--- src/rtl/player_input_if.sv ---
// Button/command bundle between the board button pins and the player motion stage.
// stamina is present only when DEFEND_STAMINA_EN is defined.
interface player_input_if;
    logic       frame_tick;
    logic [4:0] btn_raw;     // {defend,squat,jump,left,right}
    logic       right;
    logic       left;
    logic       jump;
    logic       squat;
    logic       defend;
`ifdef DEFEND_STAMINA_EN
    logic [6:0] stamina;
`endif

    modport master (
        output frame_tick, btn_raw,
        input  right, left, jump, squat, defend
`ifdef DEFEND_STAMINA_EN
        , input stamina
`endif
    );

    modport slave (
        input  frame_tick, btn_raw,
        output right, left, jump, squat, defend
`ifdef DEFEND_STAMINA_EN
        , output stamina
`endif
    );
endinterface

--- src/rtl/player_input_ctrl.sv ---
// Sync + debounce raw buttons, resolve left/right, edge-detect jump, latch commands once per frame.
// Latency: outputs visible the cycle after frame_tick; no backpressure. Optional DEFEND_STAMINA_EN gates defend.
module player_input_ctrl #(
    parameter int DEB_CYC     = 500_000,
    parameter int DEB_W       = 20
`ifdef DEFEND_STAMINA_EN
    , parameter int MAX_STAMINA = 60
    , parameter int RECOVER_TH  = 30
`endif
) (
    input  logic           clk,
    input  logic           rst_n,
    player_input_if.slave  pif
);
    localparam logic [DEB_W-1:0] DEB_LAST = DEB_W'(DEB_CYC - 1);
    localparam int B_R = 0, B_L = 1, B_J = 2, B_Q = 3, B_D = 4;

    logic [4:0]       sync1_q, sync2_q, stable_q;
    logic [DEB_W-1:0] cnt_q [5];
    logic             jump_prev_q, pending_q;
    logic             right_q, left_q, jump_q, squat_q, defend_q;
    logic             rise;
    logic             defend_nxt;

    assign rise = stable_q[B_J] & ~jump_prev_q;

`ifdef DEFEND_STAMINA_EN
    localparam logic [6:0] ST_MAX   = 7'(MAX_STAMINA);
    localparam logic [6:0] ST_RECOV = 7'(RECOVER_TH);

    logic [6:0] stamina_q, stamina_nxt;
    logic       lock_q;

    always_comb begin
        defend_nxt  = stable_q[B_D] & ~lock_q & (stamina_q != 7'd0);
        stamina_nxt = stamina_q;
        if (defend_nxt)
            stamina_nxt = stamina_q - 7'd1;
        else if (stamina_q < ST_MAX)
            stamina_nxt = stamina_q + 7'd1;
    end

    // Lock decision uses the post-update stamina so defend unlocks on the tick after recovery.
    always_ff @(posedge clk or negedge rst_n) begin
        if (!rst_n) begin
            stamina_q <= ST_MAX;
            lock_q    <= 1'b0;
        end else if (pif.frame_tick) begin
            stamina_q <= stamina_nxt;
            lock_q    <= (stamina_nxt == 7'd0) | (lock_q & (stamina_nxt < ST_RECOV));
        end
    end

    assign pif.stamina = stamina_q;
`else
    assign defend_nxt = stable_q[B_D];
`endif

    always_ff @(posedge clk or negedge rst_n) begin
        if (!rst_n) begin
            sync1_q     <= '0;
            sync2_q     <= '0;
            stable_q    <= '0;
            for (int i = 0; i < 5; i++) cnt_q[i] <= '0;
            jump_prev_q <= 1'b0;
            pending_q   <= 1'b0;
            right_q     <= 1'b0;
            left_q      <= 1'b0;
            jump_q      <= 1'b0;
            squat_q     <= 1'b0;
            defend_q    <= 1'b0;
        end else begin
            sync1_q <= pif.btn_raw;
            sync2_q <= sync1_q;
            for (int i = 0; i < 5; i++) begin
                if (sync2_q[i] == stable_q[i]) begin
                    cnt_q[i] <= '0;
                end else if (cnt_q[i] == DEB_LAST) begin
                    stable_q[i] <= sync2_q[i];
                    cnt_q[i]    <= '0;
                end else begin
                    cnt_q[i] <= cnt_q[i] + DEB_W'(1);
                end
            end
            jump_prev_q <= stable_q[B_J];

            // A rise coinciding with the tick is consumed by this frame, not carried over.
            if (pif.frame_tick) begin
                pending_q <= 1'b0;
                right_q   <= stable_q[B_R] & ~stable_q[B_L];
                left_q    <= stable_q[B_L] & ~stable_q[B_R];
                jump_q    <= pending_q | rise;
                squat_q   <= stable_q[B_Q];
                defend_q  <= defend_nxt;
            end else if (rise) begin
                pending_q <= 1'b1;
            end
        end
    end

    assign pif.right  = right_q;
    assign pif.left   = left_q;
    assign pif.jump   = jump_q;
    assign pif.squat  = squat_q;
    assign pif.defend = defend_q;
endmodule

--- src/flat_wrapper.sv ---
// flat-port wrapper written by rule: the top's interface ports become plain ports
module player_input_ctrl_flat 
#(
    parameter int DEB_CYC     = 500_000,
    parameter int DEB_W       = 20

)
  (clk, rst_n, pif_frame_tick, pif_btn_raw, pif_right, pif_left, pif_jump, pif_squat, pif_defend);
  player_input_if pif_i ();
  input  logic clk;
  input  logic rst_n;
  input wire logic [$bits(pif_i.frame_tick)-1:0] pif_frame_tick;
  input wire logic [$bits(pif_i.btn_raw)-1:0] pif_btn_raw;
  output wire logic [$bits(pif_i.right)-1:0] pif_right;
  output wire logic [$bits(pif_i.left)-1:0] pif_left;
  output wire logic [$bits(pif_i.jump)-1:0] pif_jump;
  output wire logic [$bits(pif_i.squat)-1:0] pif_squat;
  output wire logic [$bits(pif_i.defend)-1:0] pif_defend;
  assign pif_i.frame_tick = pif_frame_tick;
  assign pif_i.btn_raw = pif_btn_raw;
  assign pif_right = pif_i.right;
  assign pif_left = pif_i.left;
  assign pif_jump = pif_i.jump;
  assign pif_squat = pif_i.squat;
  assign pif_defend = pif_i.defend;
  player_input_ctrl #(.DEB_CYC(DEB_CYC), .DEB_W(DEB_W)) u_core (.clk(clk), .rst_n(rst_n), .pif(pif_i));
endmodule
--- config.mk ---
export PLATFORM = sky130hd
export DESIGN_NAME = player_input_ctrl_flat
export DESIGN_NICKNAME = d
export VERILOG_FILES = /design/src/rtl/player_input_if.sv /design/src/rtl/player_input_ctrl.sv /design/src/flat_wrapper.sv
export SDC_FILE = /design/constraint.sdc
export NUM_CORES = 1
export LEC_CHECK = 0
export CAP_MARGIN = 40
export CELL_PAD_IN_SITES_DETAIL_PLACEMENT = 0
export CELL_PAD_IN_SITES_GLOBAL_PLACEMENT = 2
export CORE_UTILIZATION = 41
export DETAILED_ROUTE_END_ITERATION = 10
export GPL_TIMING_DRIVEN = 0
export PLACE_DENSITY = 0.86
export SKIP_LAST_GASP = 1
export SYNTH_ARGS = -nofsm -noshare
export SYNTH_HDL_FRONTEND = slang
export SYNTH_SLANG_ARGS = --single-unit
--- constraint.sdc ---
create_clock -name clk -period 5.33 [get_ports clk]
set_input_delay 1.066 -clock clk [delete_from_list [all_inputs] [get_ports clk]]
set_output_delay 1.066 -clock clk [all_outputs]
set_load 0.1 [all_outputs]
==> impl_metrics.toml, run 1 <==
[run_status]
status = "complete, no violations"

[placement]
port_buffers = 11
place.gp.congestion = 0.770
dp_hpwl_mm = 7.75

[cts]
clkLatencyLatePin_ps = 410
h-tree-depth = 4
clkTransAtPathRegs_ps = 50
postCtsSetupRepairBufs = 0
cts_tree = "done"
hold_buffers = 0
cts_buffer_depth = 2
cts.sinks = 122
numCtsBuffers = 17
cts_resized = 0
cts_root_buffer = "clkbuf_16"

[sta]
fin_skew_ps = 5.20
fin_crit_sh_pct = 49.1
slew_viol_final = 0
finalHoldViolations = 0
worst-slew-pin-transition_ps = 837
slew_headroom_pct = 43.8
finalCriticalPeriod_ps = 2620
holdWs_ps = 348
setup_viol = 0
rsz0062_at_grt = "no"
totalNegativeSetupSlack_ps = 0
max_freq_ghz = 0.382

[run]
drv_cap = 0

[route]
drt_wl_total_mm = 11.3
vias_per_cell = 5.38
drt-wirelength-per-cell_microns = 14.2
vias = 4296
dr.first_iter.drc_count = 249
drc_errors = 0
drtPass1Iterations = 4
ant_nets = 0

[cells_and_area]
nNetsFinal = 625
syn2layout_area_growth_pct = 17.7
final_common_cell = "dfrtp_1"
nFillCells = 1292
diodes = 0
drive_gt1_share_pct = 9.31
final_cell_mix = "dfrtp_1, nor2_1, xnor2_1"
final_core_util_pct = 50.4

[floorplanning]
fp.dieW_microns = 120
coreArea_sq_um = 13500
io_pins = 13
die_h_microns = 120
start_util_pct = 42.8
die_area_sq_um = 14500
num_rows = 42

[critical_path]
startpoint_type = "flop"
crit_path_end_kind = "primary output"
reg2reg_setup_slack_ps = 2860
critical_path.max_fanout = 2
r2r_cells = 5
arrival_ps = 1550
worst_ep_required_time_ps = 4260
criticalPathCategory = "reg -> out"

[yosys]
synth-simple-area-share_pct = 24.8
synth_compound_area_share_pct = 6.59
synthMuxAreaShare_pct = 1.89
syn_inst = 576
synthAdderAreaFrac_pct = 1.09
ys_warn_count = 0
synth_area_sq_um = 5760
synth_top_family_by_area = "simple AND/OR/NAND/NOR gates"
avgSynthCellArea_sq_um = 9.99
synth_fp_nets = 589
ys_seq_area_share_pct = 53.0
synth.distinct_cells = 39
synthXorXnorAreaFrac_pct = 10.0
ys_ff_latch = 122

[power]
power.density_nw_per_um2 = 320
cellLeakagePower_nw = 2.67
p_total_mw = 2.16
vdd_ir_drop_max_uv = 254

[hold_path]
hold_depth = 0
hold_class = "reg -> reg"

[grt]
grt_pass1_vias = 4201
grt_max_degree = 69
grt_pass1_wl_mm = 19.8
grt_overflow = 0
antenna_found_initial = 0
grt_usage_pct = 17.4
power breakdown:
group          switching [mW]  total, mW  internal, mW  leakage [nW]
Clock                   0.391       1.14         0.749         0.288
Combinational          0.0494     0.0716        0.0222         0.710
Sequential             0.0117      0.953         0.941          1.67
sequential cells by signal (all words and copies together) (netlist names):
register	count
u_core.pif.right	1
u_core.sync1_q	5
u_core.sync2_q	5
u_core.pif.left	1
u_core.jump_prev_q	1
u_core.pending_q	1
u_core.pif.defend	1
u_core.pif.jump	1
u_core.pif.squat	1
u_core.cnt_q	100
u_core.stable_q	5
worst max-delay path: stages, from the launching register on:
cell             delay [ps]
dfrtp_1                 400
clkdlybuf4s50_1         540
buf_8                   200
per-layer routing:
| layer | global-route usage [%] | wire, microns |
|---|---|---|
| met1 | 23.4 | 5610 |
| met2 | 26.5 | 5140 |
| met3 | 5.00 | 361 |
| met4 | 7.10 | 216 |
| met5 | 0 | 0 |
cells in the mapped netlist:
| cell | count | area, sq um |
|---|---|---|
| nand2_1 | 33 | 124 |
| nor4bb_1 | 1 | 10.0 |
| and3_1 | 1 | 6.26 |
| ha_1 | 5 | 62.6 |
| or4_2 | 1 | 8.76 |
| buf_4 | 1 | 7.51 |
| xor2_1 | 21 | 184 |
| and4_1 | 5 | 43.8 |
| nand3_1 | 31 | 155 |
| nor2b_1 | 1 | 6.26 |
| a31oi_1 | 1 | 6.26 |
| or3_1 | 20 | 125 |
| a21oi_1 | 29 | 145 |
| nor4b_1 | 5 | 43.8 |
| mux2i_1 | 3 | 30.0 |
| dfrtp_1 | 122 | 3050 |
| nand4b_1 | 1 | 8.76 |
| nor4_1 | 17 | 106 |
| o41ai_4 | 1 | 27.5 |
| o31ai_2 | 2 | 25.0 |
| or3_2 | 2 | 15.0 |
| buf_2 | 2 | 10.0 |
| nor2_1 | 80 | 300 |
| or4_1 | 15 | 113 |
| nand4_2 | 1 | 12.5 |
| xnor2_1 | 45 | 394 |
| and2_1 | 3 | 18.8 |
| o31ai_1 | 9 | 67.6 |
| or4b_4 | 1 | 13.8 |
| clkbuf_1 | 10 | 37.5 |
| or2_2 | 5 | 31.3 |
| o21ai_1 | 1 | 5.00 |
| inv_1 | 24 | 90.1 |
| o21bai_1 | 1 | 7.51 |
| mux2_2 | 7 | 78.8 |
| nand3b_1 | 2 | 15.0 |
| nor3_1 | 22 | 110 |
| o21ai_0 | 19 | 95.1 |
| nand4_1 | 26 | 163 |
path summary, 6_finish.rpt:
kind,endpoint,startpoint
worst max-delay path,pif_jump,u_core.pif.jump$_DFFE_PN0P_
max in group asynchronous,u_core.cnt_q[81]$_DFF_PN0_,rst_n
min in group asynchronous,u_core.cnt_q[34]$_DFF_PN0_,rst_n
worst min-delay path,u_core.sync2_q[4]$_DFF_PN0_,u_core.sync1_q[4]$_DFF_PN0_
worst max register to register,u_core.cnt_q[92]$_DFF_PN0_,u_core.cnt_q[90]$_DFF_PN0_
worst min register to register,u_core.sync2_q[4]$_DFF_PN0_,u_core.sync1_q[4]$_DFF_PN0_
per-stage QoR:
stage                     area [sq um]  worst slack [ps]  instances
after CTS                         6770              2680        799
after floorplan                   5760              3370        576
after global placement            6090             -1690        763
after global routing              6770              2630        799
after detailed placement          6190              2870        769
final                             6770              2710        799
layout make-up:
| cell class | instances | area, sq um | share of cell area (%) |
|---|---|---|---|
| Multi-Input combinational cell | 417 | 2560 | 37.8 |
| Clock inverter | 9 | 123 | 1.81 |
| Clock buffer | 21 | 460 | 6.80 |
| Buffer | 13 | 55.1 | 0.813 |
| Tap cell | 176 | 220 | 3.25 |
| Timing Repair Buffer | 17 | 214 | 3.16 |
| Inverter | 24 | 90.1 | 1.33 |
| Sequential cell | 122 | 3050 | 45.1 |
logic make-up after synthesis:
kind of cell	Yosys count
multiplexers	10
adder cells (fa/ha/maj)	5
XOR/XNOR	66
flip-flops	122
AND/OR/NAND/NOR	273
buffers and inverters	37
AO/OA/AOI/OAI	63
Note: power is estimated with default switching activity, not from simulation.
==> run 2: changes to the inputs <==
Clock period 5.33 ns to 2.6 ns, I/O delays scaled along.
==> impl_metrics.toml, run 2 (same netlist as run 1, synthesis figures left out) <==
[run_status]
status = "complete, no violations"

[cts]
cts_root_buffer = "clkbuf_16"
h-tree-depth = 4
hold_buffers = 0
cts.sinks = 122
cts_resized = 0
clkTransAtPathRegs_ps = 50
postCtsSetupRepairBufs = 0
clkLatencyLatePin_ps = 410
cts_buffer_depth = 2
numCtsBuffers = 17
cts_tree = "done"

[hold_path]
hold_class = "in -> async"

[floorplanning]
coreArea_sq_um = 13500
die_h_microns = 120
start_util_pct = 42.8
io_pins = 13
fp.dieW_microns = 120
die_area_sq_um = 14500
num_rows = 42

[cells_and_area]
final_common_cell = "dfrtp_1"
diodes = 0
drive_gt1_share_pct = 9.31
regMostFlops = "u_core.cnt_q"
final_core_util_pct = 50.4
syn2layout_area_growth_pct = 17.8
nNetsFinal = 625
stdcell_area_sq_um = 6780
final_cell_mix = "dfrtp_1, nor2_1, xnor2_1"
largest_reg_flops = 100

[route]
drtPass1Iterations = 6
drc_errors = 0
ant_nets = 0
vias = 4298
drt_wl_total_mm = 11.3
vias_per_cell = 5.38
dr.first_iter.drc_count = 247
drt-wirelength-per-cell_microns = 14.2

[power]
cellLeakagePower_nw = 2.67
vdd_ir_drop_max_uv = 522
power.density_nw_per_um2 = 654

[critical_path]
arrival_ps = 2600
cpLargestDelayFamily = "simple AND/OR/NAND/NOR gates"
startpoint_type = "flop"
crit_path_end_kind = "flop"
cp_slowest_stage_delay_ps = 580
criticalPathCategory = "reg -> reg"
crit_chain = "ha_1 > nand4_1 > or2_2 > o21ai_1 > buf_2 > nor2_1"
critical_path.max_fanout = 10
worst_ep_required_time_ps = 2890
path_buf_inv = 1
slowest_stage = "o21ai_1"

[grt]
grt_overflow = 0
grt_pass1_wl_mm = 19.8
grt_max_degree = 69
grt_pass1_vias = 4201
grt_usage_pct = 17.4
antenna_found_initial = 0

[sta]
max_freq_ghz = 0.433
slew_headroom_pct = 52.5
fin_skew_ps = 5.00
holdWs_ps = 68.7
totalNegativeSetupSlack_ps = 0
finalHoldViolations = 0
slew_viol_final = 0
finalCriticalPeriod_ps = 2310
rsz0062_at_grt = "no"
fin_crit_sh_pct = 88.8
setup_viol = 0
worst-slew-pin-transition_ps = 708

[placement]
place.gp.congestion = 0.770
port_buffers = 11
post_dp_cell_area_sq_um = 6190
dp_hpwl_mm = 7.75

[run]
drv_cap = 0
==> run 2: cell count changes in the layout (fill, tap and decap cells not counted) <==
cell	before	now
o31ai_4	0	1
o31ai_2	2	1
==> run 2: per-stage QoR <==
step                      std cells  worst slack [ps]  power (mW)
after floorplan                 576               670        2.05
after global placement          763             -3870        2.13
after detailed placement        769               135        2.14
after CTS                       799               110        4.50
after global routing            799              36.1        4.61
final                           799               291        4.44
==> run 2: worst paths after layout <==
kind	start	depth (start not counted)	endpoint	slack, ps
hold reg to reg	u_core.sync1_q[4]$_DFF_PN0_	0	u_core.sync2_q[4]$_DFF_PN0_	350
setup reg to reg	u_core.cnt_q[0]$_DFF_PN0_	6	u_core.cnt_q[5]$_DFF_PN0_	290
setup / recovery	u_core.cnt_q[0]$_DFF_PN0_	6	u_core.cnt_q[5]$_DFF_PN0_	290
hold / removal	rst_n	1	u_core.cnt_q[34]$_DFF_PN0_	70
max in group asynchronous	rst_n	2	u_core.cnt_q[81]$_DFF_PN0_	1830
min in group clk	u_core.sync1_q[4]$_DFF_PN0_	0	u_core.sync2_q[4]$_DFF_PN0_	350
==> run 2: layout make-up <==
class                      count  area (sq um)
fill                        1290          6670
sequential                   122          3050
multi-input combinational    417          2570
clock buffer                  21           460
tap                          176           220
timing repair buffer          17           214
clock inverter                 9           123
inverter                      24          90.1
buffer                        13          55.1
==> run 2: per-layer routing <==
layer	wire length, microns	vias up	global-route usage, %
li1	-	2117	-
met1	5620	2104	23.4
met2	5150	60	26.5
met3	341	17	5.00
met4	214	0	7.10
met5	0	-	0
==> run 2: worst register-to-register path: cells and delay by family (launching register included) <==
kind	cells	cell delay (ps)
AO/OA/AOI/OAI	1	580
buffers and inverters	1	340
AND/OR/NAND/NOR	3	660
flip-flops	1	380
adder cells (fa/ha/maj)	1	230
==> run 2: report_power, final <==
group	leakage, nW	internal (mW)	switching (mW)
combinational	0.711	0.0460	0.102
sequential	1.67	1.93	0.0240
clock	0.288	1.54	0.801
==> run 3: changes to the inputs <==
Settings changed: CORE_MARGIN from default to 4.
==> impl_metrics.toml, run 3 (same netlist as run 1, synthesis figures left out) <==
[route]
vias_per_cell = 5.31
ant_nets = 0
vias = 4273
drt_wl_total_mm = 11.3
drtPass1Iterations = 4
drc_errors = 0
dr.first_iter.drc_count = 205
drt-wirelength-per-cell_microns = 14.0

[critical_path]
rr_startpoint = "u_core.cnt_q[0]$_DFF_PN0_"
reg2reg_setup_slack_ps = 230
arrival_ps = 2660
cpLargestDelayFamily = "simple AND/OR/NAND/NOR gates"
r2r_cells = 6
slowest_stage = "o21ai_1"
critical_path.max_fanout = 10
worst_ep_required_time_ps = 2890
criticalPathCategory = "reg -> reg"
rr_endpoint = "u_core.cnt_q[11]$_DFF_PN0_"
path_buf_inv = 1
crit_path_end_kind = "flop"
startpoint_type = "flop"
cp_slowest_stage_delay_ps = 610
crit_chain = "ha_1 > nand4_1 > or2_2 > o21ai_1 > buf_2 > nor2_1"
cp-startpoint = "u_core.cnt_q[0]$_DFF_PN0_"

[sta]
slew_viol_final = 0
slew_headroom_pct = 48.0
fin_skew_ps = 8.43
fin_crit_sh_pct = 91.1
finalWorstSetupSlack_ps = 232
finalCriticalPeriod_ps = 2370
rsz0062_at_grt = "no"
max_freq_ghz = 0.422
worst-slew-pin-transition_ps = 776
setup_viol = 0
finalHoldViolations = 0

[grt]
use_met3_pct = 3.66
groute.layer.met1.usage_pct = 20.9
grtUsageMet2_pct = 24.2
grt_pass1_wl_mm = 20.4
grt_max_degree = 64
grt_usage_pct = 15.5
grt_busiest_layer = "met2"
grt_overflow = 0
antenna_found_initial = 0
grt_pass1_vias = 4299

[placement]
placedCellCount = 773
dp_hpwl_mm = 7.76
place_ws_ps = 210
place.gp.congestion = 0.782
port_buffers = 11

[floorplanning]
die_h_microns = 126
start_util_pct = 41.6
coreArea_sq_um = 13800
fp.dieW_microns = 126
io_pins = 13
die_area_sq_um = 16000
num_rows = 43

[cts]
numCtsBuffers = 17
clkTransAtPathRegs_ps = 50
clkLatencyLatePin_ps = 410
cts_tree = "done"
h-tree-depth = 4
postCtsSetupRepairBufs = 0
cts.sinks = 122
cts_root_buffer = "clkbuf_16"
cts_buffer_depth = 2

[cells_and_area]
multi_input_area_sq_um = 2570
drive_gt1_share_pct = 9.29
final_common_cell = "dfrtp_1"
diodes = 0
largest_reg_flops = 100
final_cell_mix = "dfrtp_1, nor2_1, xnor2_1"
nNetsFinal = 625
regMostFlops = "u_core.cnt_q"
syn2layout_area_growth_pct = 17.5
seq_area_sq_um = 3050
final_cells = 804
nFillCells = 1278

[power]
power.density_nw_per_um2 = 642
vdd_ir_drop_max_uv = 379
cellLeakagePower_nw = 2.66

[run_status]
status = "complete, no violations"

[hold_path]
hold_class = "in -> async"

[run]
drv_cap = 0
[run 3: cell count changes in the layout (fill, tap and decap cells not counted)]
cell | previous run | this run
clkbuf_1 | 12 | 13
bufinv_16 | 3 | 2
clkinv_2 | 5 | 6
[run 3: worst max path at each step]
stage,endpoint,slack (ps),cells after the start
CTS,u_core.cnt_q[68]$_DFF_PN0_,210,6
detailed placement,u_core.cnt_q[72]$_DFF_PN0_,210,6
global placement,u_core.cnt_q[92]$_DFF_PN0_,-3750,1
finish,u_core.cnt_q[11]$_DFF_PN0_,230,6
global route,u_core.cnt_q[11]$_DFF_PN0_,30,6
floorplan,u_core.cnt_q[18]$_DFF_PN0_,670,5
[run 3: cell type report]
class	count	share of cell area, %
Timing Repair Buffer	17	3.16
Multi-Input combinational cell	417	37.9
Buffer	13	0.814
Tap cell	180	3.33
Clock inverter	9	1.44
Sequential cell	122	45.1
Inverter	24	1.33
Clock buffer	22	6.86
[run 3: repair_timing]
action,in CTS,in global routing
hold buffers,0,0
setup endpoints to repair,0,4
resized for setup,0,1
[run 3: worst reg2reg max path, cell delays in order (launching register included)]
cell     delay, ps
dfrtp_1        390
ha_1           240
nand4_1        220
or2_2          370
o21ai_1        610
buf_2          340
nor2_1          80
[run 3: power breakdown]
part           internal [mW]  switching, mW  leakage (nW)
clock network           1.44          0.799         0.279
registers               1.93         0.0232          1.67
logic                 0.0460          0.103         0.711
[run 3: layer usage]
layer	share of wire, %	vias up
met1	49	2097
met5	0	-
met3	2.3	20
met2	47	40
met4	1.9	0
li1	-	2116
[run 3: through the flow]
step                      total power [mW]  setup TNS (ps)  hold WS (ps)  area [sq um]  util [%]
after CTS                             4.40               0          93.8          6760      48.9
after global routing                  4.51               0           115          6770      48.9
final                                 4.34               0          69.8          6770      48.9
after global placement                2.13         -456390           337          6090      44.1
after floorplan                       2.05               0           224          5760         -
after detailed placement              2.14               0           341          6200      44.8
